## config.mk

```make
export PLATFORM = sky130hd
export DESIGN_NAME = usb_txn_arbiter
export DESIGN_NICKNAME = d
export VERILOG_FILES = /design/src/rtl/usb_txn_pkg.sv /design/src/rtl/rr_pick.sv /design/src/rtl/usb_txn_arbiter.sv
export SDC_FILE = /design/constraint.sdc
export NUM_CORES = 1
export LEC_CHECK = 0
export ABC_AREA = 0
export CAP_MARGIN = 20
export CORE_ASPECT_RATIO = 0.5
export CORE_UTILIZATION = 35
export DETAILED_ROUTE_END_ITERATION = 8
export DONT_BUFFER_PORTS = 1
export GPL_ROUTABILITY_DRIVEN = 0
export GPL_TIMING_DRIVEN = 0
export PLACE_DENSITY_LB_ADDON = 0.08
export REMOVE_ABC_BUFFERS = 1
export SLEW_MARGIN = 20
export SYNTH_ARGS = -nofsm -noshare
export SYNTH_HDL_FRONTEND = slang
export SYNTH_SLANG_ARGS = --single-unit
```

## constraint.sdc

```tcl
create_clock -name clk -period 4.5 [get_ports clk]
set_input_delay 0.675 -clock clk [delete_from_list [all_inputs] [get_ports clk]]
set_output_delay 0.675 -clock clk [all_outputs]
set_load 0.02 [all_outputs]
```

## src/rtl/usb_txn_pkg.sv

```systemverilog
// Shared types and constants for the USB transaction arbiter.
package usb_txn_pkg;

  // Arbiter sequencing states.
  typedef enum logic [1:0] {
    IDLE  = 2'd0,
    ISSUE = 2'd1,
    WAIT  = 2'd2,
    RESP  = 2'd3
  } txn_state_e;

  // Transfer direction as seen by the protocol engine.
  localparam logic RW_READ  = 1'b0;
  localparam logic RW_WRITE = 1'b1;

  // USB device addresses are 7 bits and endpoint numbers 4 bits on the wire.
  localparam int unsigned USB_ADDR_W = 7;
  localparam int unsigned USB_ENDP_W = 4;

  // Fields latched from the winning requester.
  typedef struct packed {
    logic                  rw;
    logic [USB_ADDR_W-1:0] addr;
    logic [USB_ENDP_W-1:0] endp;
  } txn_req_t;

endpackage

```

## src/rtl/rr_pick.sv

```systemverilog
// Combinational round-robin pick: first set request at or after ptr_i, wrapping.
module rr_pick #(
  parameter int unsigned NUM_REQ = 4,
  parameter int unsigned IdxW    = (NUM_REQ > 1) ? $clog2(NUM_REQ) : 1
) (
  input  logic [NUM_REQ-1:0] req_i,
  input  logic [IdxW-1:0]    ptr_i,
  output logic [IdxW-1:0]    idx_o,
  output logic               found_o
);

  logic [IdxW:0]   sum;
  logic [IdxW-1:0] cand;

  // Walk offsets from the pointer; ptr_i < NUM_REQ so one subtraction wraps.
  always_comb begin
    idx_o   = '0;
    found_o = 1'b0;
    sum     = '0;
    cand    = '0;
    for (int unsigned off = 0; off < NUM_REQ; off++) begin
      sum = {1'b0, ptr_i} + (IdxW + 1)'(off);
      if (sum >= (IdxW + 1)'(NUM_REQ)) begin
        sum = sum - (IdxW + 1)'(NUM_REQ);
      end
      cand = sum[IdxW-1:0];
      if (!found_o && req_i[cand]) begin
        found_o = 1'b1;
        idx_o   = cand;
      end
    end
  end

endmodule

```

## src/rtl/usb_txn_arbiter.sv

```systemverilog
// Round-robin arbiter sharing one USB protocol engine among NUM_REQ clients,
// with a watchdog that aborts the engine if it never reports completion.
module usb_txn_arbiter
  import usb_txn_pkg::*;
#(
  parameter int unsigned NUM_REQ = 4,
  parameter int unsigned ADDR_W  = 7,  // at most USB_ADDR_W
  parameter int unsigned ENDP_W  = 4,  // at most USB_ENDP_W
  parameter int unsigned TIMEOUT = 255
) (
  input  logic                      clk,
  input  logic                      rst_l,
  input  logic [NUM_REQ-1:0]        req_valid,
  input  logic [NUM_REQ-1:0]        req_rw,
  input  logic [NUM_REQ*ADDR_W-1:0] req_addr,
  input  logic [NUM_REQ*ENDP_W-1:0] req_endp,
  output logic [NUM_REQ-1:0]        req_ready,
  output logic [NUM_REQ-1:0]        resp_valid,
  output logic                      resp_success,
  output logic                      resp_timeout,
  output logic                      eng_start,
  output logic                      eng_read_write,
  output logic [ADDR_W-1:0]         eng_addr,
  output logic [ENDP_W-1:0]         eng_endp,
  output logic                      eng_abort,
  input  logic                      eng_done,
  input  logic                      eng_success,
  output logic                      busy
);

  localparam int unsigned IdxW = (NUM_REQ > 1) ? $clog2(NUM_REQ) : 1;
  localparam int unsigned TmrW = $clog2(TIMEOUT + 1);

  txn_state_e      state_q, state_d;
  logic [IdxW-1:0] rr_ptr_q, rr_ptr_d;
  logic [IdxW-1:0] idx_q, idx_d;
  logic [TmrW-1:0] timer_q, timer_d;
  txn_req_t        fields_q, fields_d;
  logic            success_q, success_d;
  logic            timeout_q, timeout_d;

  logic [IdxW-1:0] pick_idx;
  logic            pick_found;
  logic            expired;

  rr_pick #(
    .NUM_REQ (NUM_REQ)
  ) u_rr_pick (
    .req_i   (req_valid),
    .ptr_i   (rr_ptr_q),
    .idx_o   (pick_idx),
    .found_o (pick_found)
  );

  assign expired = (timer_q == TmrW'(TIMEOUT - 1));

  // Next-state: arbitrate in IDLE, run the watchdog in WAIT, rotate priority in RESP.
  always_comb begin
    state_d   = state_q;
    rr_ptr_d  = rr_ptr_q;
    idx_d     = idx_q;
    timer_d   = timer_q;
    fields_d  = fields_q;
    success_d = success_q;
    timeout_d = timeout_q;
    unique case (state_q)
      IDLE: begin
        if (pick_found) begin
          idx_d         = pick_idx;
          fields_d.rw   = req_rw[pick_idx];
          fields_d.addr = USB_ADDR_W'(req_addr[pick_idx*ADDR_W +: ADDR_W]);
          fields_d.endp = USB_ENDP_W'(req_endp[pick_idx*ENDP_W +: ENDP_W]);
          state_d       = ISSUE;
        end
      end
      ISSUE: begin
        timer_d = '0;
        state_d = WAIT;
      end
      WAIT: begin
        timer_d = timer_q + 1'b1;
        if (eng_done) begin
          success_d = eng_success;
          timeout_d = 1'b0;
          state_d   = RESP;
        end else if (expired) begin
          success_d = 1'b0;
          timeout_d = 1'b1;
          state_d   = RESP;
        end
      end
      RESP: begin
        rr_ptr_d = (idx_q == IdxW'(NUM_REQ - 1)) ? '0 : idx_q + 1'b1;
        state_d  = IDLE;
      end
      default: state_d = IDLE;
    endcase
  end

  // State registers with synchronous active-low reset.
  always_ff @(posedge clk) begin
    if (!rst_l) begin
      state_q   <= IDLE;
      rr_ptr_q  <= '0;
      idx_q     <= '0;
      timer_q   <= '0;
      fields_q  <= '{rw: RW_READ, addr: '0, endp: '0};
      success_q <= 1'b0;
      timeout_q <= 1'b0;
    end else begin
      state_q   <= state_d;
      rr_ptr_q  <= rr_ptr_d;
      idx_q     <= idx_d;
      timer_q   <= timer_d;
      fields_q  <= fields_d;
      success_q <= success_d;
      timeout_q <= timeout_d;
    end
  end

  // Outputs decoded from registered state; eng_abort alone also sees eng_done so
  // that a completion landing on the expiry cycle suppresses the abort.
  always_comb begin
    req_ready      = '0;
    resp_valid     = '0;
    resp_success   = 1'b0;
    resp_timeout   = 1'b0;
    eng_start      = (state_q == ISSUE);
    eng_abort      = (state_q == WAIT) && expired && !eng_done;
    busy           = (state_q != IDLE);
    eng_read_write = fields_q.rw;
    eng_addr       = ADDR_W'(fields_q.addr);
    eng_endp       = ENDP_W'(fields_q.endp);
    if (state_q == ISSUE) begin
      req_ready[idx_q] = 1'b1;
    end
    if (state_q == RESP) begin
      resp_valid[idx_q] = 1'b1;
      resp_success      = success_q;
      resp_timeout      = timeout_q;
    end
  end

endmodule

```

Word level (Yosys, flattened, before mapping)
Cells that the tools add are included.

storage, ports and cells
  flip-flop bits (word level) = 28
  bits of input ports = 56
  output and inout port bits = 25
  word-level logic and storage cells = 94

operators by class
  add/sub/neg operators = 9
  $mul = 1
  order comparisons = 11
  eq/ne operators = 7
  shift operators = 2
  multiplexer cells = 38
  reduce and logical (&&, ||, !) cells = 17

operators by type and width
  operator                                                               number
  28-bit by 6-bit variable part select with 7-bit output                 1
  2-bit two-way mux                                                      12
  2-bit by 3-bit < comparator with 1-bit output, second input constant   6
  1-bit two-way mux                                                      16
  8-bit one-hot mux with 2 select lines                                  1
  16-bit by 5-bit variable part select with 4-bit output                 1
  1-bit binary-select mux with 2-bit select                              5
  3-bit >= comparator, second input constant                             3
  8-bit by 1-bit adder with 8-bit output, second input constant          1
  8-bit equality test, second input constant                             1
  4-bit two-way mux                                                      2
  2-bit one-hot mux with 4 select lines                                  1
  2-bit by 1-bit subtractor with 2-bit output, second input constant     4
  2-bit by 2-bit adder with 3-bit output, second input constant          2
  2-bit equality test, second input constant                             3
  1-bit logical AND                                                      6
  2-bit AND reduction                                                    3
  2-bit nonzero test                                                     3
  2-bit by 3-bit multiplier with 5-bit output, second input constant     1
  1-bit zero test                                                        4
  2-bit by 1-bit adder with 3-bit output, second input constant          1
  2-bit by 3-bit >= comparator with 1-bit output, second input constant  1
  3-bit inequality test, second input constant                           1
  2-bit by 1-bit adder with 2-bit output, second input constant          1
  5 further kinds                                                        5

Longest topological paths before layout
Gate-level depths: netlist (run 1).

  word-level depth = 16
  gate-level depth with buffers = 7
  gate-level depth less buffers = 7

Hierarchy
Synthesis (run 1) repeated with hierarchy kept, for this count alone.

unflattened totals
  cells, all modules = 195
  area total of the unflattened synthesis = 1730.4 um^2

modules (own cells, without submodules)
  module           times used  cells each  area each (um^2)  sequential area each (um^2)
  usb_txn_arbiter  1           180         1652.8            560.5
  rr_pick          1           15          77.6              0.0

Worst setup path after synthesis (run 1)
Ideal clock, no wire load.

  kind = register to output
  start = register state_q[0]
  end = output eng_abort
  arrival time = 1.336 ns
  path slack = 2.489 ns
  stages on the path, launching flop included = 6
  path buffers = 1
  cells stage by stage = dfxtp_1 > inv_1 > ha_1 > clkbuf_1 > nand2b_1 > nor3_1

on the way
  word-level cells in the longest chain between the ends = 3

RTL lines
  item                             line                    source
  start: declaration               usb_txn_arbiter.sv:34   txn_state_e state_q, state_d;
  start signal: assignment         usb_txn_arbiter.sv:111  state_q <= state_d;
  2-bit equality test              usb_txn_arbiter.sv:129  eng_abort = (state_q == WAIT) && expired && !eng_done;
  1-bit logical AND (2 in series)  usb_txn_arbiter.sv:129
  end: declaration                 usb_txn_arbiter.sv:25   output logic eng_abort,

Every way passes these cells.

Worst setup path in the final report (run 1)
Same ends and word-level chain as after synthesis.

==> reports/results.tsv, run 1 <==
stage	metric	value	unit
cells_and_area	Sequential cell area	561	um2
timing	clk_skew	0.00579	ns
timing	RSZ-0062 raised after global routing	no	
clocking	postcts setup bufs	0	
cells_and_area	Final Instance Area	1760	um2
routing	DR vias	1337	
placed_design	DP Area	1710	um2
global_route	total track usage	14.7	%
placed_design	Post-DP HPWL	2730	um
clocking	clock latency at the later pin of the worst-skew pair	0.27	ns
routing	DRT antenna net count	0	
clocking	clk buf depth	2	
cells_and_area	Fillers	475	
cells_and_area	Diodes inserted	0	
die	Core Region	4510	um2
routing	WL/cell	14.5	um
timing	max-slew violations	0	
timing	fmax	0.409	GHz
global_route	vias in the first global route	1236	
synth	synthesized area per cell	8.90	um2
synth	Seq/Total Area, Yosys	33.3	%
clocking	cts bufs inserted	3	
synth	area leader, netlist	dfxtp_1	
timing	fin crit share	54.3	%
die	Initial Util	37.3	%
timing	Setup Viol. Count Final	0	
routing	DR iter-0 viols	29	
synth	share of flip-flops with an asynchronous set or reset	0	%
die	Die Width	100	um
critical_path	CP required	3.83	ns
global_route	GRT overflow	0	
clocking	H-tree levels	1	
timing	hold slack final	0.485	ns
synth	top_reg_cell synth	dfxtp_1	
cells_and_area	non-filler instance count after layout	247	
routing	DR pass1 iterations	4	
clocking	TritonCTS clock tree	done	
power_and_ir_drop	PwrDens	462	nW/um2
timing	Worst Tran Pin Value	1.05	ns
critical_path	CP Max Fanout	9	
power_and_ir_drop	Max VDD drop	159	uV
synth	Synth cell types	30	
global_route	first-pass GRT wire length	5810	um
timing	Setup TNS	0	ns
critical_path	Crit Path Category	flop to output pin	
routing	final wirelength	3590	um
clocking	Worst-path clk slew	0.09	ns
clocking	CTS Root Buffer Type	clkbuf_8	
die	die area	5100	um2
critical_path	CP Data Arrival Time	1.77	ns
synth	cells after synthesis	189	
cells_and_area	synthesis-to-finish area growth	4.39	%
synth	EDFF count, synth	0	
synth	area share of the largest cell type after synthesis	33.3	%
cells_and_area	multi-input logic area	1030	um2
critical_path	critical path startpoint category	flop	
clocking	clk sinks	28	
placed_design	Buffers on Ports	0	
timing	Slew headroom	30.3	%
placed_design	Inst Count DP	244	
global_route	largest net degree at the start of global routing	26	
synth	Yosys reg bits	28	
die	io pins	81	
clocking	PostCTS Resize Cnt	0	
synth	Post-Synthesis Cell Area	1680	um2
cells_and_area	layout cells sized above 1	2.21	%
critical_path	Crit-path slowest cell	nor3_1	
timing	Fin. Hold Viols	0	
hold_path	worst hold path class	flop to flop	
power_and_ir_drop	Pleak	0.729	nW
clocking	Post-CTS Hold Buffers	0	
synth	Area contributors post-synth	dfxtp_1 (33%), mux2i_1 (17%), ha_1 (8.2%)	
synth	YS warnings	0	
critical_path	crit end category	output pin	
job	Max Cap Viol	0	
die	die height	51.0	um
routing	vias per cell	5.41	
critical_path	largest stage delay on the critical path	0.56	ns
outcome	status	complete, no violations	
global_route	initial antenna violation count	0	
routing	DRC viols	0	
die	Rows	17	
cells_and_area	fin nets	250	
critical_path	critical path, cell by cell	inv_1, ha_1, nand2b_1, nor3_1	
timing	Tmin final	2.44	ns
==> layout by cell type, fill, tap and decap left out <==
cell / count
a211oi_1: 1
a21boi_1: 1
a21oi_1: 8
a221oi_1: 1
a32oi_1: 1
and2_1: 10
and3_1: 1
clkbuf_8: 3
dfxtp_1: 28
ha_1: 11
inv_1: 10
mux2i_1: 29
nand2_1: 6
nand2b_1: 3
nand3_1: 14
nand4_1: 4
nor2_1: 17
nor3_1: 1
nor4_1: 1
o21ai_0: 5
o21ai_1: 1
o221ai_1: 12
o221ai_4: 1
o2bb2a_1: 1
or3_1: 6
or3b_1: 1
xor2_1: 4
==> flip-flops by register name, summed over array words and instances, names as in the netlist <==
| register | count |
|---|---|
| eng_addr | 7 |
| timeout_q | 1 |
| idx_q | 2 |
| rr_ptr_q | 2 |
| eng_read_write | 1 |
| timer_q | 8 |
| state_q | 2 |
| eng_endp | 4 |
| success_q | 1 |
==> power by group <==
| part | switching, W | internal [W] |
|---|---|---|
| clock | 0.0000761 | 0.0000601 |
| combinational | 0.000186 | 0.000105 |
| sequential | 0.0000840 | 0.000300 |
| total | 0.000346 | 0.000465 |
==> stage by stage <==
step                      setup slack [ns]  util, %  total power (W)
after global placement                1.86     38.0         0.000685
after CTS                             2.06     38.9         0.000825
final                                 2.06     38.9         0.000811
after global routing                  1.96     38.9         0.000879
after detailed placement              1.87     38.0         0.000684
after floorplan                       2.31        -         0.000618
==> worst max-delay path: cells and delay by family (launching register included) <==
kind / cells / cell delay [ns]
and+or+nand+nor: 2 / 0.68
adders and majority gates: 1 / 0.36
DFF: 1 / 0.34
buffers and inverters: 1 / 0.12
==> area by class of cell <==
cell class                      count  share of cell area (%)
Multi-Input combinational cell    140                    58.9
Sequential cell                    28                    31.9
Tap cell                           66                    4.70
Clock buffer                        3                    2.35
Inverter                           10                    2.14
==> Yosys cell counts, types with 2 or more instances <==
master / number
inv_1: 10
and2_1: 10
or3_1: 6
nand3_1: 14
nand2_1: 6
a21oi_1: 8
dfxtp_1: 28
buf_1: 2
nand2b_1: 3
nor2_1: 17
mux2i_1: 29
o221ai_1: 12
buf_4: 2
clkbuf_1: 6
nand4_1: 4
o21ai_0: 5
ha_1: 11
xor2_1: 4
==> cells by family after synthesis <==
family / share of synthesized area, %
multiplexers: 17.3
buffers and inverters: 5.21
adder cells (fa/ha/maj): 8.18
flip-flops: 33.3
XOR/XNOR: 2.08
AO/OA/AOI/OAI: 14.5
AND/OR/NAND/NOR: 19.4
==> layer usage <==
metal / routed length [um] / up-vias / global-route usage (%)
li1: - / 664 / -
met1: 1700 / 626 / 19.2
met2: 1660 / 45 / 23.9
met3: 211 / 2 / 4.92
met4: 14 / 0 / 2.90
met5: 0 / - / 0
==> worst paths after layout <==
check              startpoint             end  slack (ns)  cells after the start
setup / recovery   state_q[0]       eng_abort        2.06                      4
hold / removal      success_q       success_q        0.49                      2
setup reg to reg  rr_ptr_q[1]  eng_read_write        2.32                      5
hold reg to reg     success_q       success_q        0.49                      2
(Power assumes the default switching activity.)
==> run 2, diff against run 1 <==
Clock period 4.5 ns to 2.1 ns, I/O delays scaled along.
==> reports/results.tsv, run 2 (synthesis gave the netlist of run 1 again) <==
stage	metric	value	unit	change
routing	DRT antenna net count	0		unchanged
timing	Slew headroom	34.3	%	+4.0 points
cells_and_area	Fillers	469		-1.3%
cells_and_area	fin nets	251		+0.40%
clocking	TritonCTS clock tree	done		
die	Core Region	4510	um2	unchanged
routing	DR iter-0 viols	50		+72%
hold_path	worst hold path class	input port to flop		
placed_design	Post-DP HPWL	2730	um	unchanged
timing	Tmin final	1.90	ns	
routing	DR vias	1359		+1.6%
global_route	GRT overflow	0		unchanged
die	Initial Util	37.3	%	unchanged
global_route	largest net degree at the start of global routing	21		-19%
critical_path	Crit Path Category	flop to flop		
timing	Worst Tran Pin Value	0.986	ns	-0.0601 ns
routing	DRC viols	0		unchanged
critical_path	crit end category	flop		
die	Die Width	100	um	unchanged
global_route	vias in the first global route	1263		+2.2%
cells_and_area	commonest non-fill, non-tap cell in the layout	mux2i_1		
timing	Fin. Hold Viols	0		unchanged
critical_path	critical path startpoint category	flop		
job	Max Cap Viol	0		unchanged
cells_and_area	synthesis-to-finish area growth	6.03	%	
timing	Setup Viol. Count Final	0		unchanged
timing	hold slack final	0.131	ns	-0.354 ns
power_and_ir_drop	Max VDD drop	342	uV	+110%
die	die area	5100	um2	unchanged
global_route	total track usage	15.8	%	+1.0 points
timing	RSZ-0062 raised after global routing	no		
cells_and_area	Final Instance Area	1780	um2	+1.6%
placed_design	DP Area	1710	um2	unchanged
timing	fin crit share	90.3	%	
clocking	Worst-path clk slew	0.09	ns	about the same
routing	WL/cell	15.5	um	+6.7%
cells_and_area	most frequent cells in the layout	mux2i_1 (28), dfxtp_1 (27), nor2_1 (17)		
routing	DR pass1 iterations	4		unchanged
clocking	cts bufs inserted	3		unchanged
critical_path	CP Max Fanout	13		+4
critical_path	largest stage delay on the critical path	0.39	ns	-0.17 ns
clocking	clock latency at the later pin of the worst-skew pair	0.27	ns	about the same
clocking	clk buf depth	2		unchanged
die	Rows	17		unchanged
clocking	clk sinks	28		unchanged
cells_and_area	Largest register FFs	8		unchanged
clocking	postcts setup bufs	0		unchanged
power_and_ir_drop	Pleak	0.734	nW	+0.65%
die	io pins	81		unchanged
die	die height	51.0	um	unchanged
placed_design	Buffers on Ports	0		unchanged
clocking	Post-CTS Hold Buffers	0		unchanged
placed_design	dpl ws	-0.169	ns	-2.04 ns
critical_path	Crit-path slowest cell	dfxtp_2		
cells_and_area	layout cells sized above 1	4.95	%	+2.7 points
clocking	H-tree levels	1		unchanged
timing	clk_skew	0.00645	ns	+0.000665 ns
cells_and_area	Diodes inserted	0		unchanged
power_and_ir_drop	PwrDens	986	nW/um2	+110%
outcome	status	complete, no violations		
critical_path	CP required	2.29	ns	-1.54 ns
global_route	first-pass GRT wire length	6150	um	+5.9%
clocking	CTS Root Buffer Type	clkbuf_8		
critical_path	critical path, cell by cell	mux2i_2, o221ai_4, mux2i_1, or3_1, o221ai_1		
global_route	initial antenna violation count	0		unchanged
timing	final setup margin	0.203	ns	-1.85 ns
routing	vias per cell	5.48		+1.2%
cells_and_area	Top reg by flops	timer_q		
critical_path	CP Data Arrival Time	2.09	ns	+0.32 ns
routing	final wirelength	3840	um	+7.1%
timing	fmax	0.527	GHz	
timing	max-slew violations	0		unchanged
-- run 2: layout make-up --
class / count / area, um2 / area share (%)
multi-input cells: 141 / 1060 / 59.4
flip-flops and latches: 28 / 562 / 31.5
well taps: 66 / 82.6 / 4.63
clock buffers: 3 / 41.3 / 2.32
inverters: 10 / 37.5 / 2.11
-- run 2: through the flow --
stage / cells / utilization, % / power (W) / setup TNS, ns
floorplan: 178 / - / 0.00132 / 0
global route: 248 / 39.5 / 0.00190 / 0
CTS: 248 / 39.3 / 0.00178 / 0
finish: 248 / 39.5 / 0.00176 / 0
global placement: 244 / 38.0 / 0.00147 / -1.86
detailed placement: 244 / 38.0 / 0.00147 / -1.71
-- run 2: final timing paths --
kind              slack, ns         from              to  cells past startpoint
hold reg to reg        0.49    success_q       success_q                      2
setup reg to reg       0.20  rr_ptr_q[1]  eng_read_write                      5
setup / recovery       0.20  rr_ptr_q[1]  eng_read_write                      5
hold / removal         0.13     eng_done       timeout_q                      1
-- run 2: critical path, delay by kind of cell, from the launching register on --
family | cells | cell delay [ns]
DFF | 1 | 0.39
AOI/OAI and AO/OA | 2 | 0.51
and+or+nand+nor | 1 | 0.34
muxes | 2 | 0.56
-- run 2: layer usage --
metal  part of all wire (%)  routed length [um]  track usage, %
met1                     48                1860            21.0
met5                      0                   0               0
met4                   0.60                  23            2.90
met2                     46                1760            25.6
met3                    5.2                 200            4.65
-- run 2: where the power goes --
part	switching (W)	leakage [nW]	total (W)	internal, W
Clock	0.000163	0.0216	0.000292	0.000129
Sequential	0.000182	0.229	0.000824	0.000642
Combinational	0.000413	0.483	0.000643	0.000230
-- run 2: repair_timing --
item	CTS	global route
hold endpoints to repair	0	0
resized for setup	1	3
pin swaps	1	0
gates cloned	1	0
endpoints found under the setup margin	7	11
==> run 3, diff against run 2 <==
Settings changed: CAP_MARGIN 20 to default.
==> results of run 3 <==
Final layout, timing and power as in run 2 (identical DEF).
